## src/rtl/neuron_operand_loader.sv

```systemverilog
// neuron_operand_loader: assembles a serial valid/ready word stream into frozen A/B operand buses
// and frames each operand set with a START strobe, a BUSY hold window and a DONE pulse.
module neuron_operand_loader #(
  parameter int DWIDTH = 32,
  parameter int IDIM = 1,
  parameter int ODIM = 2,
  parameter int HOLD = 4,
  parameter int ASIZE = DWIDTH*IDIM,
  parameter int BSIZE = DWIDTH*ODIM
) (
  input  logic              CLOCK,
  input  logic              RESET_N,
  input  logic              CLEAR,
  input  logic [DWIDTH-1:0] IN_DATA,
  input  logic              IN_VALID,
  output logic              IN_READY,
  output logic [ASIZE-1:0]  STREAM_A,
  output logic [BSIZE-1:0]  STREAM_B,
  output logic              START,
  output logic              BUSY,
  output logic              DONE
);
  localparam int MD = IDIM > ODIM ? IDIM : ODIM;
  localparam int IW = $clog2(MD) > 1 ? $clog2(MD) : 1;
  localparam int CW = $clog2(HOLD) > 1 ? $clog2(HOLD) : 1;
  localparam logic [IW-1:0] a_last = IW'(IDIM - 1);
  localparam logic [IW-1:0] b_last = IW'(ODIM - 1);
  localparam logic [CW-1:0] c_load = CW'(HOLD - 1);
  typedef enum logic [2:0] {s_idle, s_load_a, s_load_b, s_fire, s_hold} state_t;
  state_t        state;
  logic [IW-1:0] idx;
  logic [CW-1:0] cnt;
  logic          take;
  // Handshake outputs decode only registered state, so IN_VALID never reaches IN_READY.
  assign IN_READY = state == s_load_a || state == s_load_b;
  assign START    = state == s_fire;
  assign BUSY     = state == s_fire || state == s_hold;
  assign take     = IN_VALID && IN_READY;
  always_ff @(posedge CLOCK or negedge RESET_N)
    if (!RESET_N) begin
      state    <= s_idle;
      idx      <= '0;
      cnt      <= '0;
      STREAM_A <= '0;
      STREAM_B <= '0;
      DONE     <= 1'b0;
    end else if (CLEAR) begin
      state    <= s_load_a;
      idx      <= '0;
      cnt      <= '0;
      STREAM_A <= '0;
      STREAM_B <= '0;
      DONE     <= 1'b0;
    end else begin
      DONE <= 1'b0;
      case (state)
        s_idle: state <= s_load_a;
        s_load_a:
          if (take) begin
            for (int i = 0; i < IDIM; i++)
              if (idx == IW'(i)) STREAM_A[i*DWIDTH +: DWIDTH] <= IN_DATA;
            idx <= idx == a_last ? '0 : idx + 1'b1;
            if (idx == a_last) state <= s_load_b;
          end
        s_load_b:
          if (take) begin
            for (int i = 0; i < ODIM; i++)
              if (idx == IW'(i)) STREAM_B[i*DWIDTH +: DWIDTH] <= IN_DATA;
            idx <= idx == b_last ? '0 : idx + 1'b1;
            if (idx == b_last) state <= s_fire;
          end
        s_fire: begin
          cnt   <= c_load;
          state <= s_hold;
        end
        s_hold:
          if (cnt == '0) begin
            state <= s_load_a;
            DONE  <= 1'b1;
          end else cnt <= cnt - 1'b1;
        default: state <= s_idle;
      endcase
    end
endmodule

```

## config.mk

```make
export PLATFORM = sky130hd
export DESIGN_NAME = neuron_operand_loader
export DESIGN_NICKNAME = d
export VERILOG_FILES = /design/src/rtl/neuron_operand_loader.sv
export SDC_FILE = /design/constraint.sdc
export NUM_CORES = 1
export LEC_CHECK = 0
export ABC_AREA = 1
export CAP_MARGIN = 20
export CORE_UTILIZATION = 42
export DETAILED_ROUTE_END_ITERATION = 16
export PLACE_DENSITY = 0.82
export SYNTH_ARGS = -nofsm -noshare
export SYNTH_HDL_FRONTEND = slang
export SYNTH_SLANG_ARGS = --single-unit
```

## constraint.sdc

```tcl
create_clock -name CLOCK -period 1.35 [get_ports CLOCK]
set_clock_uncertainty 0.05 [all_clocks]
set_input_delay 0.2025 -clock CLOCK [delete_from_list [all_inputs] [get_ports CLOCK]]
set_output_delay 0.2025 -clock CLOCK [all_outputs]
set_load 0.1 [all_outputs]
```

==> flow_results.org, run 1 <==
** Run status
- The run finished, with violations left.
- Violations in the final reports :: negative setup slack

** STA
- Headroom to the max-slew limit came out at around 64%.
- Max Freq :: 0.5440 GHz
- At the pin with the least slew margin, the transition time is around 0.53 ns.
- The worst path in the final design needs a cycle of ~1.8 ns, including I/O delays and setup.
- Slew Limit Fails :: 0
- The worst path uses 136.2% of the clock period.
- Setup repair after global routing could not meet its margin everywhere.
- Final Hold Slack :: roughly 0.22 ns
- Count of final setup violators :: roughly 110
- Final worst-path setup slack :: -0.4884 ns
- Total count of hold-check failures in the final report :: 0

** Clock tree
- Clock-pin slew was measured on the worst setup and hold paths at ~0.11 ns.
- Latest clock arrival within the worst-skew pair :: 0.39 ns
- CTS sink count :: just over 100
- Number of buffers created by CTS :: 9
- The H-tree was split into 3 levels.
- Maximum buffer depth of the clock tree :: 2
- TritonCTS clock tree :: done
- The tree is rooted in a clkbuf_8.

** Route
- The final layout contains routed wiring with a total length of about 17000 um.
- DRT antenna net count :: 0
- Vias :: approximately 4000
- Detailed Route Iter0 Violations :: 214
- Iteration count of the initial detailed-routing pass :: 5
- After detailed routing, the average wire length per cell comes to about 24 um.
- Number of remaining DRC errors :: 0
- DR vias/cell :: 5.512

** Placed design
- Prior to clock tree synthesis, the placed netlist has a worst setup slack of -0.3785 ns.
- Placed cell count :: approximately 680
- Final estimated routing congestion in global placement :: approximately 0.8
- During placement, the flow inserted port buffers numbering about 140.
- HPWL after detailed placement :: 8610 um

** Floorplan
- Initial Utilization :: between 40% and 50%
- Site row count :: 36
- The die is ~100 um tall.
- Pin placement for this block handled ~140 I/O pins.
- The floorplan step set the die width to a little over 100 um.
- Area of the die :: approximately 0.011 sq mm
- Floorplan core area :: between 0.009 and 0.01 sq mm

** Global routing
- Total global routing overflow :: 0
- Global Route Usage Sum :: ~28%
- The number of global-route vias before repair was between 4000 and 5000.
- Antenna violations before repair :: 0
- The first global-routing pass estimated about 22000 um of wire.
- Entering global routing, the biggest net connects 33 pins.

** Power and ir drop
- Total power density per cell area :: 1776 mW/mm^2
- Net switching power :: between 7 and 8 mW
- In this run switching power makes up about half of total power.
- Max IR drop VDD :: between 1000 and 1500 uV
- Internal cell power :: roughly 7.7 mW
- Clock power share :: between 10% and 20%
- Combinational logic is responsible for about three fifths of the overall power.
- The analysis attributes to cell leakage a power of ~4.1 nW.
- Sequential cells burn about 28% of the power.

** Logic synthesis
- The Yosys step of the flow raised 0 warnings.
- Combined area of all synthesized cells :: about 0.0043 sq mm
- Synthesis handed over a netlist of 409 instances.
- Average cell area after synthesis :: 10.48 sq um
- The share of the Yosys chip area taken by registers is between 60 and 70%.
- Register bit count reported by yosys :: 103
- After synthesis, the netlist uses 21 different library cells.
- Net count after synthesis :: about 450

** Critical path
- Reg2Reg Depth :: 10
- Along the worst path, the maximum fanout reaches 3.
- STA puts the critical path data required time at 1.10 ns.
- Category of the critical setup timing path :: reg -> out
- The worst setup path is captured at an output pin.
- Kind of launch point of the worst setup path :: flip-flop
- Arrival @ worst endpoint :: roughly 1.6 ns

** Cells and area
- Inserted Diodes :: 0
- Number of fillers in the final layout :: around 410
- The multi-input combinational cells in the finished layout cover a total of ~0.0024 sq mm.
- Layout cell share with drive strength beyond 1 :: between 60% and 70%
- Once layout is complete, the cells apart from fillers number about 730.
- Utilization of the core after routing :: 88.44%
- Sequential cell area :: about 0.0026 sq mm
- Net count reported at finish :: roughly 630
- Layout area overhead :: 102.7%

** Job
- Count of maximum capacitance violations :: 0

** Worst hold path
- Path category of the worst min-delay check :: in -> async
==> repair_timing <==
action                                  CTS  global route
hold buffers                              1             0
pin swaps                                 4             9
endpoints found under the setup margin  102           104
hold endpoints to repair                 21             0
resized for setup                       120           131
buffers inserted                         19             4
gates cloned                             12             8
==> per-stage QoR <==
| step | power [mW] | cell area, sq um | TNS, ns |
|---|---|---|---|
| floorplan | 8.814 | 4399 | -5.564 |
| global placement | 11.68 | 7037 | -27.42 |
| detailed placement | 11.85 | 7037 | -33.03 |
| CTS | 14.41 | 8117 | -22.61 |
| global route | 15.80 | 8685 | -42.86 |
| finish | 15.42 | 8685 | -38.87 |
==> power by group through the flow <==
stage,sequential (mW),clock (mW),combinational [mW]
6_report,4.40,1.95,9.07
5_1_grt,4.43,2.06,9.31
4_1_cts,4.23,1.87,8.31
3_5_place_dp,4.22,0,7.63
3_3_place_gp,4.19,0,7.50
2_1_floorplan,7.20,0,1.61
==> critical path, stage by stage (launching register included) <==
cell	delay, ns
dfrtp_1	0.47
inv_2	0.11
nor2_4	0.16
buf_6	0.14
nand2_8	0.06
clkinvlp_4	0.09
buf_12	0.17
==> cells in the mapped netlist <==
| cell | number | share of area (%) |
|---|---|---|
| o21ai_1 | 37 | 4.3 |
| nand3_1 | 8 | 0.93 |
| o21ai_4 | 1 | 0.38 |
| buf_2 | 4 | 0.47 |
| o22ai_1 | 2 | 0.29 |
| nand2_4 | 3 | 0.79 |
| nor2_4 | 1 | 0.26 |
| inv_2 | 2 | 0.18 |
| buf_4 | 3 | 0.53 |
| nand2_1 | 142 | 12 |
| nor2_1 | 7 | 0.61 |
| nor2_2 | 1 | 0.15 |
| o21ai_0 | 4 | 0.47 |
| dfrtp_1 | 103 | 60 |
| ha_1 | 1 | 0.29 |
| nand4_1 | 1 | 0.15 |
| a21oi_1 | 2 | 0.23 |
| o21ai_2 | 60 | 12 |
| buf_6 | 15 | 3.9 |
| nand2_2 | 2 | 0.29 |
| inv_1 | 10 | 0.88 |
==> cell type report <==
cell class / count / area share (%)
multi-input combinational: 273 / 27.39
timing repair buffer: 196 / 38.31
inverter: 12 / 0.5619
sequential: 103 / 29.71
clock inverter: 5 / 0.4898
clock buffer: 11 / 1.628
tap: 133 / 1.916
==> cells in the final DEF, fill, tap and decap left out, types with 2 or more instances in the layout <==
cell type,count
nor2_1,4
nor2_4,3
nand2_4,77
clkinv_4,3
o22ai_1,2
clkdlybuf4s50_1,34
buf_6,13
nand2_1,41
nor2_2,2
nand2_8,5
o21ai_1,7
dfrtp_1,101
o21ai_4,8
o21ai_2,86
nand3_1,4
dfrtp_2,2
clkbuf_8,10
buf_16,8
a21oi_1,2
nand3_4,2
inv_1,9
buf_12,117
clkinvlp_4,2
nand2_2,25
buf_4,17
inv_2,2
nand3_2,2
clkbuf_16,5
==> cell families (layout without fill, tap and decap cells) <==
group                    count (synthesis)  count (layout)  share of synthesized area (%)
AND/OR/NAND/NOR                        165             166                          15.62
AO/OA/AOI/OAI                          106             106                          17.96
flip-flops                             103             103                          60.15
buffers and inverters                   34             224                          5.985
adder cells (fa/ha/maj)                  1               1                         0.2919
==> flip-flops by register name, summed over array words and instances, names as in the netlist <==
signal,flops
DONE,1
STREAM_A,32
idx,1
STREAM_B,64
cnt,2
state,3
==> worst paths after layout <==
kind / start / end / slack (ns)
hold reg to reg: cnt[0] / cnt[0] / 0.47
setup / recovery: state[1] / START / -0.49
setup reg to reg: state[1] / STREAM_B[19] / -0.49
max in group asynchronous: RESET_N / STREAM_A[22] / 0.52
hold / removal: RESET_N / STREAM_A[5] / 0.22
min in group CLOCK: IN_VALID / state[1] / 0.39
==> layer usage <==
layer	track usage (%)	routed length (um)	vias up
met5	0	0	-
li1	-	-	1723
met4	14.30	699	0
met1	32.68	6266	2049
met2	50.36	9368	207
met3	6.034	1030	61
(Power assumes the default switching activity.)
==> inputs of run 2 (changes only) <==
--- a/config.mk
+++ b/config.mk
@@ -10,6 +10,7 @@
 export CORE_UTILIZATION = 42
 export DETAILED_ROUTE_END_ITERATION = 16
 export PLACE_DENSITY = 0.82
+export SETUP_SLACK_MARGIN = 0.02
 export SYNTH_ARGS = -nofsm -noshare
 export SYNTH_HDL_FRONTEND = slang
 export SYNTH_SLANG_ARGS = --single-unit
==> run 2 against run 1 <==
The run still ends with negative setup slack left; sequential cell count unchanged; fmax increased by 0.88%; utilization decreased by 2.6 points; wire length decreased by 0.96%; final cell count increased by 0.41%; register-to-register slack improved by 0.02 ns; final area decreased by 2.9%; highest routed layer unchanged.
==> flow_results.org, run 2 (synthesis results as in run 1) <==
** Floorplan
- The number of rows created at floorplan is 36 (unchanged).
- The core region area is 0.009819 sq mm (unchanged).
- The die outline width was 103.0 um (unchanged).
- The area of the die was 0.01061 sq mm (unchanged).
- Die Height :: 103.0 um (unchanged)
- The top-level port count was 136 (unchanged).
- Initial Utilization :: 43.64% (unchanged)

** STA
- The actual transition at the worst max-transition pin was 0.3635 ns (-0.1692 ns).
- The final-report max-slew violation count came to 0 (unchanged).
- Max Freq :: 0.5487 GHz (+0.88%)
- Setup repair after global routing could not meet its margin everywhere.
- The max-slew headroom at the worst pin came to 75.77% (+11 points).
- Count of final setup violators :: 105 (-3.7%)
- The hold violation total from the final report is 0 (unchanged).
- The ratio of final minimum period to clock period was 135.0% (-1.2 points).
- The time the final worst path needs with I/O delays and setup was 1.822 ns (-0.01602 ns).
- Final worst-path setup slack :: -0.4724 ns (+0.01602 ns)

** Cells and area
- The total inserted antenna cells is 0 (unchanged).
- Relative to the synthesized area, the layout overhead comes to 96.70%.
- Leaving out fill and tap cells, the most frequent cells in the layout are buf_12, dfrtp_1, o21ai_2.
- Number of flip-flops in the largest register :: 64 (unchanged)
- The core occupancy in the finished layout came to 85.84% (-2.6 points).
- The library cell used most frequently in the layout, excluding fill and tap cells, is buf_12.
- Register with the most flip-flops :: STREAM_B
- The largest registers in the layout are STREAM_B: 64 flops, STREAM_A: 32 flops, state: 3 flops.
- Layout cell share with drive strength beyond 1 :: 63.02% (-2.1 points)
- Net count reported at finish :: 636 (+0.63%)

** Power and ir drop
- Reported leakage power :: 3.924 nW (-5.2%)
- Total power density per cell area :: 1851 mW/mm^2 (+4.3%)
- Max IR drop VDD :: 1526 uV (+11%)

** Route
- Vias :: 4028 (-0.30%)
- The count of antenna-violating nets left after detailed routing came to 0 (unchanged).
- The first-pass iteration count of the detailed router was 5 (unchanged).
- The number of DRC violations after detailed routing is 0 (unchanged).
- Average wire length per cell after detail routing :: 23.37 um (-1.4%)
- The detailed-route wire length is 17200 um (-0.96%).
- The count of routing violations after the opening detailed-route iteration is 193 (-9.8%).
- The via count normalized by instance count is 5.473 (-0.70%).

** Placed design
- HPWL after detailed placement :: 8272 um (-3.9%)
- Final estimated routing congestion in global placement :: 0.8280 (+6.4%)
- Number of port buffers :: 135 (unchanged)
- The worst slack at placement is -0.3975 ns (-0.01899 ns).

** Clock tree
- H-tree depth :: 3 (unchanged)
- The tree is rooted in a clkbuf_8.
- CTS sink count :: 103 (unchanged)
- The clock-pin transition on the worst setup and hold timing paths came to 0.10 ns (about the same).
- Latest clock arrival within the worst-skew pair :: 0.37 ns (-0.02 ns)
- The buffer depth of the longest clock path was 2 (unchanged).
- The TritonCTS buffer count came to 9 (unchanged).
- TritonCTS built the clock tree.

** Job
- The count of maximum capacitance violations came to 0 (unchanged).

** Global routing
- Antenna violations before repair :: 0 (unchanged)
- Largest net degree at the start of global routing :: 43 (+30%)
- Total global routing overflow :: 0 (unchanged)
- Vias in the first global route :: 3913 (-4.9%)
- Global Route Usage Sum :: 26.10% (-2.4 points)
- The first-pass GRT wire length was 20420 um (-7.6%).

** Critical path
- The worst setup path is captured at a flip-flop.
- The depth of the worst register-to-register path came to 9 (-1).
- The startpoint identified for the worst register-to-register timing path is state[2].
- Arrival @ worst endpoint :: 2.02 ns (+0.43 ns)
- By startpoint and endpoint, the worst setup path is classified as reg -> reg.
- Worst setup slack for register-to-register paths :: -0.47 ns (+0.02 ns)
- Reg-to-reg endpoint :: STREAM_B[25]
- Crit path launch :: state[2]
- Req. time, crit path :: 1.55 ns (+0.45 ns)
- Crit path max fanout :: 8 (+5)
- Kind of launch point of the worst setup path :: flip-flop

** Run status
- The checks that failed: negative setup slack.
- The run finished, with violations left.

** Worst hold path
- Path category of the worst min-delay check :: in -> async
[run 2: cell count changes in the layout (fill, tap and decap cells not counted), moves of 4 or more]
cell	before	now
nand2_2	25	52
dfrtp_1	101	97
buf_4	17	23
o21ai_1	7	22
buf_12	117	112
o21ai_2	86	74
nand2_1	41	48
dfrtp_2	2	6
nand2_4	77	47
[run 2: layout make-up]
type	instances	area (sq um)
sequential	103	2585
multi-input combinational	274	2126
inverter	12	51.30
clock inverter	5	82.58
fill	451	1390
tap	133	166.4
clock buffer	10	127.6
timing repair buffer	199	3291
[run 2: what timing repair did]
item / in CTS / in global routing
resized for setup: 81 / 100
hold buffers: 1 / 0
pin swaps: 14 / 12
setup endpoints to repair: 103 / 107
endpoints found under the hold margin: 22 / 0
buffers inserted: 14 / 8
gates cloned: 6 / 13
[run 2: worst max path at each step]
stage | to | slack (ns) | cells after the start
after floorplan | STREAM_B[0] | -0.07 | 8
after global placement | cnt[1] | -0.25 | 5
after detailed placement | cnt[0] | -0.40 | 5
after CTS | IN_READY | -0.35 | 5
after global routing | STREAM_B[25] | -0.49 | 10
final | STREAM_B[25] | -0.47 | 9
[run 2: through the flow]
| step | cell area (sq um) | std cells | hold WS, ns | total power [mW] | setup TNS (ns) |
|---|---|---|---|---|---|
| global placement | 6982 | 681 | 0.07947 | 11.61 | -21.20 |
| detailed placement | 6982 | 681 | 0.08754 | 11.75 | -28.47 |
| floorplan | 4384 | 409 | -0.1431 | 8.757 | -4.923 |
| global route | 8429 | 736 | 0.2384 | 16.01 | -40.22 |
| finish | 8429 | 736 | 0.2368 | 15.60 | -37.21 |
| CTS | 7736 | 716 | 0.2315 | 14.58 | -25.12 |
[run 2: critical path, cell delays in order, from the launching register on]
cell and delay (ns):
dfrtp_2 0.47, nor2_4 0.17, nand2_4 0.08, buf_6 0.13, o21ai_4 0.16, buf_12 0.16
nand2_4 0.11, clkbuf_16 0.20, nand2_1 0.07, o21ai_1 0.08
[run 2: routing by layer]
layer,GRT usage [%],share of wire (%),vias to the layer above
met5,0,0,-
met4,10.08,3.6,0
met3,5.763,6.1,57
met2,49.08,54,195
met1,28.50,36,2045
li1,-,-,1731
[run 2: power by group]
| group | leakage (nW) | internal (mW) | switching (mW) |
|---|---|---|---|
| registers | 1.33 | 3.58 | 0.782 |
| clock network | 0.107 | 1.04 | 1.11 |
| logic | 2.48 | 3.41 | 5.68 |
==> variant 1: new RTL, settings of run 2 <==
Set the parameter `HOLD` to 8 (it was 4).
--- a/src/rtl/neuron_operand_loader.sv
+++ b/src/rtl/neuron_operand_loader.sv
@@ -4,7 +4,7 @@
   parameter int DWIDTH = 32,
   parameter int IDIM = 1,
   parameter int ODIM = 2,
-  parameter int HOLD = 4,
+  parameter int HOLD = 8,
   parameter int ASIZE = DWIDTH*IDIM,
   parameter int BSIZE = DWIDTH*ODIM
 ) (
Behaviour: not the same (a bounded check fails within 10 cycles, from zero or initial values and one cycle with RESET_N low).
==> variant 1 against run 2 <==
- the flow still finishes with violations (setup timing)
- via count is 11% higher
- sequential power increased by 7.6%
- worst setup slack better by 0.069 ns
- synthesized area shrank 0.91%
- total power grew 10%
- final area is 5.4% higher
- routed wire length increased by 26%
- utilization increased by 5.1 points
- hold slack improved by 0.073 ns
- final cell count grew 2.4%
- sequential cell count grew 1
- critical path type unchanged
- largest power group unchanged
- highest routed layer unchanged
==> variant 1: results (changes against run 2) <==
Cells after Synth: 419 (+2.4%)
DR WL/cell: 28.65 um (+23%)
GRT Resource Usage Total: 0.3281 (+0.06706)
Max_slew headroom: 0.6819 (-0.07578)
Dpl cell area: 0.006910 sq mm (-1.0%)
Drt first-iter violations: 293 (+52%)
Layout cells sized above 1: 0.6522 (+0.02199)
Post-synthesis sequential area ratio: 0.6128 (+0.01139)
Met1 Use GR: 0.3747 (+0.08970)
Nets: 654 (+2.8%)
Clk_lat worst skew: 0.39 ns (+0.02 ns)
Vias: 4471 (+11%)
Mean number of vias per cell: 5.930 (+8.3%)
Sw frac: 0.5142 (+0.02918)
Final Wtd Congestion: 0.9062 (+9.4%)
M3 GR Usage: 0.08203 (+0.02441)
Setup slack after layout: -0.4032 ns (+0.06919 ns)
Distinct cells, synth: 20 (-4.8%)
Ys async rst share: 1.000 (unchanged)
Placed Cells: 691 (+1.5%)
Fillcell total: 316 (-30%)
Post-synth top area share: 0.6128 (+0.01139)
Worst vdd rail ir drop: 1.850 mV (+21%)
Clock Pin Slew Worst Setup and Hold Paths: 0.12 ns (+0.02 ns)
Met2 usage: 0.5892 (+0.09846)
DR pass1 iterations: 5 (unchanged)
Dpl hpwl: 8.356 mm (+1.0%)
Status: finished, violations left
Synth top cells by count: 115 x nand2_1, 104 x dfrtp_1, 43 x o21ai_2
Worst Hold Slack: 0.3096 ns (+0.07280 ns)
Largest registers: STREAM_B x64, STREAM_A x32
Leak pwr: 0.003984 uW (+1.5%)
Final setup viols: 109 (+3.8%)
Top area cells in the synthesized netlist: dfrtp_1 61%, nand2_1 10%, o21ai_2 8.9%, a21oi_1 4.0%, nor2_1 3.6%
Net count after synthesis: 457 (+2.5%)
Largest net degree at the start of global routing: 60 (+40%)
Failing checks: setup timing
==> variant 1: final cells by class <==
class	instances	area share
multi-input cells	280	0.2569
well taps	133	0.01872
inverters	12	0.006054
flip-flops and latches	104	0.2968
clock buffers	9	0.01394
repair buffers	209	0.4015
clock inverters	7	0.006054
==> variant 1: power by group through the flow <==
| stage | Clock, uW | Sequential (uW) | Combinational (uW) |
|---|---|---|---|
| 4_1_cts | 1830 | 4430 | 9630 |
| 3_5_place_dp | 0 | 4410 | 8470 |
| 3_3_place_gp | 0 | 4370 | 8350 |
| 6_report | 1970 | 4690 | 10600 |
| 5_1_grt | 2060 | 4710 | 10800 |
| 2_1_floorplan | 0 | 7940 | 1470 |
==> variant 1: per-layer routing <==
metal | up-vias | part of all wire
met3 | 129 | 0.092
li1 | 1769 | -
met2 | 358 | 0.50
met5 | - | 0
met4 | 0 | 0.066
met1 | 2215 | 0.35
==> variant 1: through the flow <==
stage	setup TNS [ns]	util
floorplan	-4.679	-
global placement	-26.96	0.7070
detailed placement	-33.16	0.7070
CTS	-24.30	0.8440
global route	-37.26	0.9092
finish	-33.69	0.9092
==> variant 1: repair_timing <==
| action | CTS | global route |
|---|---|---|
| gates resized for setup | 127 | 157 |
| hold buffers | 1 | 0 |
| hold endpoints to repair | 104 | 0 |
| setup endpoints to repair | 105 | 121 |
| buffers inserted | 20 | 6 |
| gates cloned | 20 | 6 |
| pin swaps | 12 | 16 |
==> variant 1: worst max-delay path by stage <==
stage                         from           end  cells past startpoint
after floorplan           state[2]  STREAM_B[10]                      7
after global placement    IN_VALID   STREAM_B[8]                      7
after detailed placement  IN_VALID  STREAM_B[39]                      7
after CTS                 state[2]      IN_READY                      6
after global routing      state[2]  STREAM_B[62]                      9
final                     state[2]  STREAM_B[62]                      9
==> variant 1: worst max-delay path: stages (launching register included) <==
cell and delay, ns:
dfrtp_1 0.43, nor2_2 0.16, nand2_2 0.10, o21ai_4 0.16, buf_6 0.12, o21ai_4 0.07
buf_12 0.15, buf_12 0.14, buf_16 0.14, o21ai_4 0.16
==> variant 1: cells by family after synthesis <==
logic type                 Yosys count  synth area share
and+or+nand+nor                    168            0.1538
AOI/OAI and AO/OA                  109            0.1694
DFF                                104            0.6128
buffers and inverters               35           0.05598
adders and majority gates            2          0.005892
xor gates and xnor gates             1          0.002063
==> variant 2: new RTL, config.mk and constraints of run 2 <==
Without the edit above. The 5 states of `state_t` get a one-hot encoding in 5 bits.
--- a/src/rtl/neuron_operand_loader.sv
+++ b/src/rtl/neuron_operand_loader.sv
@@ -26,7 +26,7 @@
   localparam logic [IW-1:0] a_last = IW'(IDIM - 1);
   localparam logic [IW-1:0] b_last = IW'(ODIM - 1);
   localparam logic [CW-1:0] c_load = CW'(HOLD - 1);
-  typedef enum logic [2:0] {s_idle, s_load_a, s_load_b, s_fire, s_hold} state_t;
+  typedef enum logic [4:0] {s_idle = 5'b00001, s_load_a = 5'b00010, s_load_b = 5'b00100, s_fire = 5'b01000, s_hold = 5'b10000} state_t;
   state_t        state;
   logic [IW-1:0] idx;
   logic [CW-1:0] cnt;
Check against the original RTL: no difference found for any inputs over 10 cycles, from zero or initial values and one cycle with RESET_N low; not proved beyond that.
==> variant 2 against run 2 <==
- the run still ends with setup timing left
- total power is 17% higher
- count of clock-buffer cells in the layout is 1 lower
- non-clock buffer count is 8 higher
- synthesized area is 4.1% higher
- first-iteration DRC count is 7.8% lower
- sequential cell count is 2 higher
- largest cell class unchanged
- via count is 2.6% higher
- hold slack worse by 0.049 ns
- worst setup slack worse by 0.017 ns
- global-route usage is 0.24 points lower
- final area is 4.8% higher
- sequential share of layout area is 0.68 points lower
- routed wire length is 1.6% lower
- highest routed layer unchanged
==> variant 2: results (changes against run 2) <==
Placed Cells: 706 (+3.7%)
Top area cells in the synthesized netlist: dfrtp_1 58%, nand2_1 12%, o21ai_2 10%, o21ai_1 5.3%, buf_6 4.5%
Layout Cells excl Fill: 762 (+3.5%)
Synth top cells by count: 142 x nand2_1, 104 x dfrtp_1, 52 x o21ai_2
Failing checks: setup timing
Largest net degree at the start of global routing: 41 (-4.7%)
Net count after synthesis: 463 (+3.8%)
Global-route wire length before repair: 21.91 mm (+7.3%)
Vias in the first global route: 4178 (+6.8%)
Final Wtd Congestion: 0.8867 (+7.1%)
P_sw: 9239 uW (+22%)
Clk_lat worst skew: 0.39 ns (+0.02 ns)
Mean number of vias per cell: 5.421 (-0.94%)
Setup TNS: -39.92 ns (-2.709 ns)
FF-to-FF path depth: 10 (+1)
Nets: 658 (+3.5%)
Distinct cells, synth: 25 (+19%)
Final setup viols: 108 (+2.9%)
GRT Resource Usage Total: 0.2586 (-0.002410)
Clock Pin Slew Worst Setup and Hold Paths: 0.12 ns (+0.02 ns)
Max_slew headroom: 0.7950 (+0.03729)
Leak pwr: 0.004166 uW (+6.2%)
Setup slack after layout: -0.4892 ns (-0.01682 ns)
Cells after Synth: 426 (+4.2%)
Worst Hold Slack: 0.1883 ns (-0.04859 ns)
Status: finished, violations left
Post-synthesis sequential area ratio: 0.5890 (-0.01245)
Dpl hpwl: 8.593 mm (+3.9%)
-- variant 2: changes by cell type in the layout (fill, tap and decap cells not counted), moves of 4 or more --
cell            run 2  this run
inv_2               2         7
nand2_4            47        61
buf_12            112       116
o21ai_2            74        89
nand2_1            48        60
dfrtp_2             6        17
nand2_2            52        23
o21ai_1            22        10
dfrtp_1            97        87
-- variant 2: timing repair --
item / CTS / global route
setup buffers: 15 / 9
gates cloned: 10 / 9
pin swaps: 15 / 15
hold endpoints to repair: 104 / 0
setup endpoints to repair: 107 / 111
hold buffers: 1 / 0
gates resized for setup: 78 / 140
-- variant 2: metal layers --
| layer | wire (um) | track usage |
|---|---|---|
| met5 | 0 | 0 |
| met4 | 642 | 0.1016 |
| met1 | 6208 | 0.3024 |
| met3 | 914 | 0.04991 |
| met2 | 9155 | 0.4659 |
-- variant 2: stage by stage --
stage / power (uW) / setup slack (ns)
floorplan: 10600 / -0.2386
global placement: 14340 / -0.2927
detailed placement: 14520 / -0.4079
CTS: 17250 / -0.4290
global route: 18740 / -0.5159
finish: 18260 / -0.4892
-- variant 2: path summary, 6_finish.rpt --
path / from / end
max: state[1] / STREAM_A[9]
min: RESET_N / STREAM_B[49]
max reg2reg: state[1] / STREAM_A[9]
min reg2reg: cnt[0] / cnt[0]
max in group asynchronous: RESET_N / state[0]
min in group CLOCK: IN_DATA[3] / STREAM_B[35]
-- variant 2: layout make-up --
type / count / area [sq um] / area share
clock buffers: 9 / 123.9 / 0.01402
clock inverters: 7 / 88.84 / 0.01005
inverters: 18 / 71.32 / 0.008070
multi-input cells: 280 / 2278 / 0.2578
flip-flops and latches: 105 / 2650 / 0.2999
well taps: 136 / 170.2 / 0.01926
repair buffers: 207 / 3455 / 0.3909
-- variant 2: logic make-up after synthesis --
logic type / Yosys count / synth area share
compound gates: 105 / 0.1691
flops: 105 / 0.5890
fa+ha+maj: 1 / 0.002803
simple gates: 174 / 0.1724
buf+inv: 41 / 0.06672
-- variant 2: worst max-delay path: stages, from the launching register on --
cell	delay, ns
dfrtp_1	0.42
buf_4	0.14
inv_2	0.04
nor2_4	0.12
nand3_4	0.12
buf_6	0.15
o21ai_4	0.17
nand2_8	0.15
buf_12	0.16
buf_16	0.13
o21ai_2	0.12
-- variant 2: power groups by stage --
stage,Sequential (uW),Combinational [uW],Clock [uW]
6_report,4740,11400,2150
5_1_grt,4800,11700,2270
4_1_cts,4590,10600,2100
3_5_place_dp,4650,9870,0
3_3_place_gp,4610,9730,0
2_1_floorplan,8600,2010,0
